==> config.mk <==
export PLATFORM = sky130hd
export DESIGN_NAME = bus_arbiter
export DESIGN_NICKNAME = d
export VERILOG_FILES = /design/src/rtl/bus_arbiter.sv
export SDC_FILE = /design/constraint.sdc
export NUM_CORES = 1
export LEC_CHECK = 0
export ABC_CLOCK_PERIOD_IN_PS = 2800
export CAP_MARGIN = 20
export CORE_AREA = 2 2 39 41
export DETAILED_ROUTE_END_ITERATION = 10
export DIE_AREA = 0 0 41 43
export GPL_TIMING_DRIVEN = 0
export PLACE_DENSITY = 0.7
export SKIP_CTS_REPAIR_TIMING = 1
export SYNTH_ARGS = -nofsm -noshare
export SYNTH_HDL_FRONTEND = slang
export SYNTH_SLANG_ARGS = --single-unit
==> constraint.sdc <==
create_clock -name clk -period 2.8 [get_ports clk]
set_input_delay 0.28 -clock clk [delete_from_list [all_inputs] [get_ports clk]]
set_output_delay 0.28 -clock clk [all_outputs]
set_load 0.05 [all_outputs]
==> src/rtl/bus_arbiter.sv <==
// Four-master round-robin bus arbiter with IDLE/GRANT/TURN handshake and registered one-hot grant.
// Optional forced release after MAX_HOLD grant cycles when BUS_ARB_TIMEOUT_EN is defined.
module bus_arbiter #(
  parameter int MAX_HOLD = 8
) (
  input  logic       clk,
  input  logic       rst_n,
  input  logic [3:0] req,
  output logic [3:0] grant,
  output logic [1:0] sel,
  output logic       bus_busy,
  output logic       timeout
);

  typedef enum logic [1:0] {IDLE, GRANT, TURN} state_e;

  state_e     state_q, state_d;
  logic [3:0] grant_q, grant_d;
  logic [1:0] sel_q, sel_d;
  logic [1:0] last_q, last_d;
  logic [1:0] winner;

`ifdef BUS_ARB_TIMEOUT_EN
  localparam logic [7:0] HOLD_LAST = 8'(MAX_HOLD - 1);
  logic [7:0] hold_q, hold_d;
  logic       timeout_q, timeout_d;
`endif

  // First requester after the previous owner, wrapping 3 -> 0.
  function automatic logic [1:0] rr_pick(input logic [3:0] r, input logic [1:0] last);
    logic [1:0] idx;
    logic [1:0] pick;
    logic       found;
    pick  = 2'd0;
    found = 1'b0;
    for (int i = 1; i <= 4; i++) begin
      idx = last + 2'(i);
      if (!found && r[idx]) begin
        pick  = idx;
        found = 1'b1;
      end
    end
    return pick;
  endfunction

  always_ff @(posedge clk or negedge rst_n) begin
    if (!rst_n) begin
      state_q   <= IDLE;
      grant_q   <= 4'b0000;
      sel_q     <= 2'd0;
      last_q    <= 2'd3;
`ifdef BUS_ARB_TIMEOUT_EN
      hold_q    <= 8'd0;
      timeout_q <= 1'b0;
`endif
    end else begin
      state_q   <= state_d;
      grant_q   <= grant_d;
      sel_q     <= sel_d;
      last_q    <= last_d;
`ifdef BUS_ARB_TIMEOUT_EN
      hold_q    <= hold_d;
      timeout_q <= timeout_d;
`endif
    end
  end

  always_comb begin
    state_d   = state_q;
    grant_d   = grant_q;
    sel_d     = sel_q;
    last_d    = last_q;
    winner    = rr_pick(req, last_q);
`ifdef BUS_ARB_TIMEOUT_EN
    hold_d    = hold_q;
    timeout_d = 1'b0;
`endif
    case (state_q)
      IDLE: begin
        if (|req) begin
          state_d = GRANT;
          grant_d = 4'b0001 << winner;
          sel_d   = winner;
          last_d  = winner;
`ifdef BUS_ARB_TIMEOUT_EN
          hold_d  = 8'd0;
`endif
        end
      end
      GRANT: begin
        if (!req[sel_q]) begin
          state_d = TURN;
          grant_d = 4'b0000;
`ifdef BUS_ARB_TIMEOUT_EN
        end else if (hold_q == HOLD_LAST) begin
          // Counter saturates here; the owner keeps the bus unless someone else waits.
          if ((req & ~grant_q) != 4'b0000) begin
            state_d   = TURN;
            grant_d   = 4'b0000;
            timeout_d = 1'b1;
          end
        end else begin
          hold_d = hold_q + 8'd1;
`endif
        end
      end
      TURN: begin
        state_d = IDLE;
      end
      default: begin
        state_d = IDLE;
        grant_d = 4'b0000;
      end
    endcase
  end

  assign grant    = grant_q;
  assign sel      = sel_q;
  assign bus_busy = |grant_q;
`ifdef BUS_ARB_TIMEOUT_EN
  assign timeout  = timeout_q;
`else
  assign timeout  = 1'b0;
`endif

endmodule
==> results of run 1 <==
-- worst min-delay path by stage --
stage / from / depth (start not counted) / end / slack, ns
floorplan: rst_n / 0 / grant[0] / -0.02
global placement: grant[1] / 1 / grant[1] / 0.51
detailed placement: last_q[0] / 2 / last_q[0] / 0.51
CTS: rst_n / 1 / state_q[1] / 0.33
global route: rst_n / 1 / state_q[1] / 0.35
finish: rst_n / 1 / state_q[1] / 0.32
-- cell type report --
class	count	area, µm²	share of cell area (%)
Tap cell	16	20.0	2.76
Timing Repair Buffer	12	120	16.6
Clock buffer	4	26.3	3.63
Buffer	1	7.51	1.04
Inverter	2	7.51	1.04
Multi-Input combinational cell	37	290	40.1
Sequential cell	10	253	34.9
-- routing by layer --
| layer | vias to the layer above | GRT usage (%) |
|---|---|---|
| li1 | 223 | - |
| met1 | 215 | 22.8 |
| met2 | 16 | 23.4 |
| met3 | 5 | 3.14 |
| met4 | 0 | 14.0 |
| met5 | - | 0 |
-- cell usage in the layout, fill, tap and decap left out --
cell	synthesis	layout
a211oi_1	1	1
a211oi_4	1	1
a21o_1	1	1
a21oi_1	3	3
a221o_1	1	1
a221oi_1	1	1
a32o_1	4	4
and2b_1	1	1
buf_4	1	1
clkbuf_1	0	1
clkbuf_4	0	3
clkdlybuf4s50_1	0	12
conb_1	1	1
dfrtp_1	8	8
dfstp_2	2	2
inv_1	2	2
mux4_2	1	1
nand2_1	5	5
nand2b_1	1	1
nor2_1	3	3
nor2_4	1	1
nor2b_1	1	1
nor3_1	1	1
nor3_4	1	1
nor4_4	1	1
o211a_1	1	1
o211ai_1	1	1
o21ai_0	3	3
o21ai_1	1	1
or3_1	1	1
or4_1	1	1
-- critical path, delay by kind of cell, from the launching register on --
family	cells	cell delay [ns]
flip-flops	1	0.39
AND/OR/NAND/NOR	1	0.52
buffers and inverters	1	0.71
-- report_power, final --
| part | switching (mW) | internal, mW | total [mW] |
|---|---|---|---|
| combinational | 0.344 | 0.215 | 0.559 |
| sequential | 0.0740 | 0.220 | 0.293 |
| clock | 0.0517 | 0.0552 | 0.107 |
-- registers in the layout, summed over array words and instances, names as in the netlist --
register,flops
sel,2
state_q,2
last_q,2
grant,4
-- cells by family after synthesis --
kind of cell | count (synthesis) | share of synthesized area (%)
compound gates | 18 | 26.2
simple gates | 17 | 21.1
mux | 1 | 4.04
flops | 10 | 45.3
buf+inv | 3 | 2.69
other cells | 1 | 0.672
-- stage by stage --
stage	total power [mW]	worst slack (ns)
6_report	0.960	0.626
5_1_grt	1.02	0.573
4_1_cts	0.968	0.613
3_5_place_dp	0.854	0.874
3_3_place_gp	0.848	0.883
2_1_floorplan	0.691	1.05
==> metrics.txt, run 1 <==
Num Clock Sinks=10; number of CTS-inserted buffers=3; Design Area, Final=724 µm²; Initial Util=40.3%; total core area=0.00138 mm²; Post-synth EDFFs=0; Seq/Total Area, Yosys=45.3%; Die Width=41 µm; drt drc=0; met3 routed WL=70 µm; DP Area=698 µm²; CP max stage cell=clkdlybuf4s50_1; gp weighted congestion=0.749; top cells by count, synth=dfrtp_1 (8), nand2_1 (5), a32o_1 (4); P&R area growth vs syn=29.8%; buffer depth of the longest clock path=2; Max Fclk=460 MHz; Total Routing Usage GR=17.2%; crit path cell chain=or4_1 > clkdlybuf4s50_1; placed wire-length estimate=862 µm; top_reg_cell synth=dfrtp_1; fin cells=82; status=complete, no violations; Avg Cell Area, Syn=11.2 µm²; Worst EP arrival=1.89 ns; Power Dens Cells=1320 mW/mm²; RSZ-0062 raised after global routing=no; CTS Root Cell=clkbuf_4; Synth Warn #=0; Pleak=0.291 nW; antenna fix cells=0; drt wl/cell=14.5 µm; initial antenna violation count=0; setup violators final=0; VDD IR-drop max=0.000657 V; layout cells sized above 1=16.7%; worst path required time=2.52 ns; standard-cell rows=14; WS Path Type=reg -> out; post-synthesis register bit count=10; Worst setup EP type=output pin; total gr overflow=0; vias in the first global route=448; CTS tree=yes; r2r endpoint=grant[1]; Synth area leader=dfrtp_1; Fillers=140; highest metal layer with signal wires=met4; Worst Hold Class=in -> async; htree depth=1; max incr delay on CP=0.71 ns; routed wire length=1190 µm; Post-DRT Antenna Nets=0; hold slack=0.320 ns; critical path launch point type=flip-flop; largest net degree at the start of global routing=11; io pins=14; cells on worst reg2reg path=3; fin util=52.4%; Synth top area share=35.9%; met2 wire length=504 µm; Die Area=0.00176 mm²; Clock Pin Slew Worst Setup and Hold Paths=0.07 ns; peak fanout along the critical path=3; first-pass GRT wire length=1960 µm; Mapped Nets=56; # port buffers=12; Final Net Count=73; Worst setup startpoint=grant[1]; Metal-1 WL=570 µm; post-synthesis cell area=558 µm²; worst-skew pair later-pin latency=0.27 ns; Placed Instances=78; cell with the most instances after synthesis=dfrtp_1; Setup TNS=0 ns; Via Count=459; Worst Clk Skew=0.00619 ns; max-cap check violation count=0; min cycle time layout=2.17 ns; 1st-pass router iterations=4; reg2reg start=last_q[0]; Initial DRC Count=10; Chip Height=43 µm; period utilisation layout=77.6%; Via-to-Cell Ratio=5.60; FF-to-FF setup slack=1.29 ns; Unique masters post-synth=28; Area contributors post-synth=dfrtp_1 (36%), dfstp_2 (9.4%), a32o_1 (7.2%); Gate Count Post-Synth=50; asr flop ratio synth=100%; hold violation count in the final report=0; Final Max Slew Viols=0; Setup crit end=bus_busy
Power figures use the tool's default switching activity.
==> run 2, diff against run 1 <==
- ABC_CLOCK_PERIOD_IN_PS: 2800 -> 1930
- CORE_AREA: 2 2 39 41 -> default
- CORE_UTILIZATION: default -> 41
- DIE_AREA: 0 0 41 43 -> default
- PLACE_DENSITY: 0.7 -> 0.71
- clock period: 2.8 -> 1.93 ns (I/O delays scaled with it)
==> run 2 against run 1 <==
  * Combinational power rose by 45%
  * Cell count fell by 3.7%
  * Routed wire length fell by 5.9%
  * First-iteration DRC count fell by 40%
  * Largest cell class unchanged
  * Sequential power rose by 46%
  * Count of clock-buffer cells in the layout fell by 1
  * Register-to-register slack got worse by 0.87 ns
  * Clock power rose by 21%
  * Largest power group unchanged
  * Sequential share of layout area rose by 0.18 points
  * Highest routed layer unchanged
  * Critical path depth did not move
  * Via count fell by 1.7%
  * Core utilization rose by 8.4 points
==> metrics.txt, run 2 (same netlist as run 1, synthesis figures left out) <==
Worst Clk Skew=0.00364 ns; PnR Total Power=1.37 mW; Initial Util=47.0%; placed wire-length estimate=864 µm; WS Path Type=reg -> out; cells on worst reg2reg path=3; Max Fclk=599 MHz; Worst setup EP type=output pin; number of CTS-inserted buffers=3; hold violation count in the final report=0; Sw Share=48.8%; Final Max Slew Viols=0; 1st-pass router iterations=4; Via-to-Cell Ratio=5.71; status=complete, no violations; Design Area, Final=721 µm²; # port buffers=12; crit path cell chain=or4_1 > dlymetal6s2s_1; Power Dens Cells=1900 mW/mm²; commonest non-fill, non-tap cell in the layout=clkdlybuf4s50_1; Post-DRT Antenna Nets=0; RSZ-0062 raised after global routing=no; Placed Instances=76; Die Width=38.9 µm; Clock Pin Slew Worst Setup and Hold Paths=0.06 ns; drt wl/cell=14.1 µm; htree depth=1; setup violators final=0; VDD IR-drop max=0.00108 V; largest net degree at the start of global routing=11; worst path required time=1.74 ns; max incr delay on CP=0.52 ns; Chip Height=38.9 µm; routed wire length=1120 µm; period utilisation layout=86.5%; commonest non-fill, non-tap cells in the layout=clkdlybuf4s50_1 (11), dfrtp_1 (8), nand2_1 (5); total core area=0.00119 mm²; FF-to-FF setup slack=0.42 ns; Worst EP arrival=1.48 ns; gp weighted congestion=0.741; io pins=14; Final Net Count=73; first-pass GRT wire length=1770 µm; Reg power frac=31.4%; Total Routing Usage GR=18.6%; r2r endpoint=grant[0]; DP Area=696 µm²; Via Count=451; Initial DRC Count=6; CP max stage cell=or4_1; fin util=60.8%; cell-internal power=700 µW; CTS tree=yes; vias in the first global route=391; Num Clock Sinks=10; total gr overflow=0; Pleak=0.300 nW; layout cells sized above 1=16.9%; initial antenna violation count=0; drt drc=0; Fillers=99; worst-skew pair later-pin latency=0.25 ns; reg2reg start=last_q[0]; max-cap check violation count=0; P&R area growth vs syn=29.1%; combinational share of power=59.1%; standard-cell rows=12; peak fanout along the critical path=3; Die Area=0.00151 mm²; fin cells=79; CTS Root Cell=clkbuf_4; WP buf/inv=1; Net Switching=667 µW; antenna fix cells=0; buffer depth of the longest clock path=2; part of the power in the clock network=9.5%; Worst Hold Class=in -> async; critical path's top delay family=simple AND/OR/NAND/NOR gates; critical path launch point type=flip-flop; min cycle time layout=1.67 ns; max reg flops=4
-- run 2: cell count changes in the layout (fill, tap and decap cells not counted) --
cell and delta:
clkbuf_1 -1, clkdlybuf4s50_1 -1, dlymetal6s2s_1 +1
-- run 2: cell type report --
cell class	instances	area, µm²	share of cell area (%)
flip-flops and latches	10	253	35.1
plain buffers	1	7.51	1.04
inverters	2	7.51	1.04
multi-input cells	37	290	40.3
repair buffers	12	123	17.0
clock buffers	3	22.5	3.13
well taps	14	17.5	2.43
-- run 2: power groups by stage --
stage	Sequential, mW	Clock [mW]	Combinational, mW
after floorplan	0.586	0	0.416
after global placement	0.426	0	0.804
after detailed placement	0.431	0	0.812
after CTS	0.428	0.140	0.817
after global routing	0.446	0.148	0.868
final	0.429	0.130	0.808
-- run 2: worst reg2reg max path: cells and delay by family (launching register included) --
family	cells	cell delay, ns
compound gates	2	0.64
simple gates	1	0.20
flops	1	0.56
-- run 2: layer usage --
metal / vias up / track usage [%] / wire, µm
li1: 223 / - / -
met1: 220 / 25.8 / 561
met2: 6 / 27.1 / 522
met3: 2 / 3.47 / 28
met4: 0 / 10.3 / 4
met5: - / 0 / 0
-- run 2: through the flow --
step,worst slack [ns],hold WS (ns),setup TNS (ns)
CTS,-0.159,0.242,-0.159
global placement,0.106,0.498,0
finish,0.260,0.241,0
floorplan,0.184,-0.103,0
global route,0.213,0.269,0
detailed placement,0.0976,0.503,0
-- run 2: worst max path at each step --
stage | from | endpoint | slack (ns) | cells after the start
6_report | grant[1] | bus_busy | 0.26 | 2
5_1_grt | grant[1] | bus_busy | 0.21 | 2
4_1_cts | grant[1] | bus_busy | -0.16 | 2
3_5_place_dp | req[3] | grant[0] | 0.1 | 5
3_3_place_gp | req[3] | grant[2] | 0.11 | 5
2_1_floorplan | sel[0] | grant[1] | 0.18 | 4
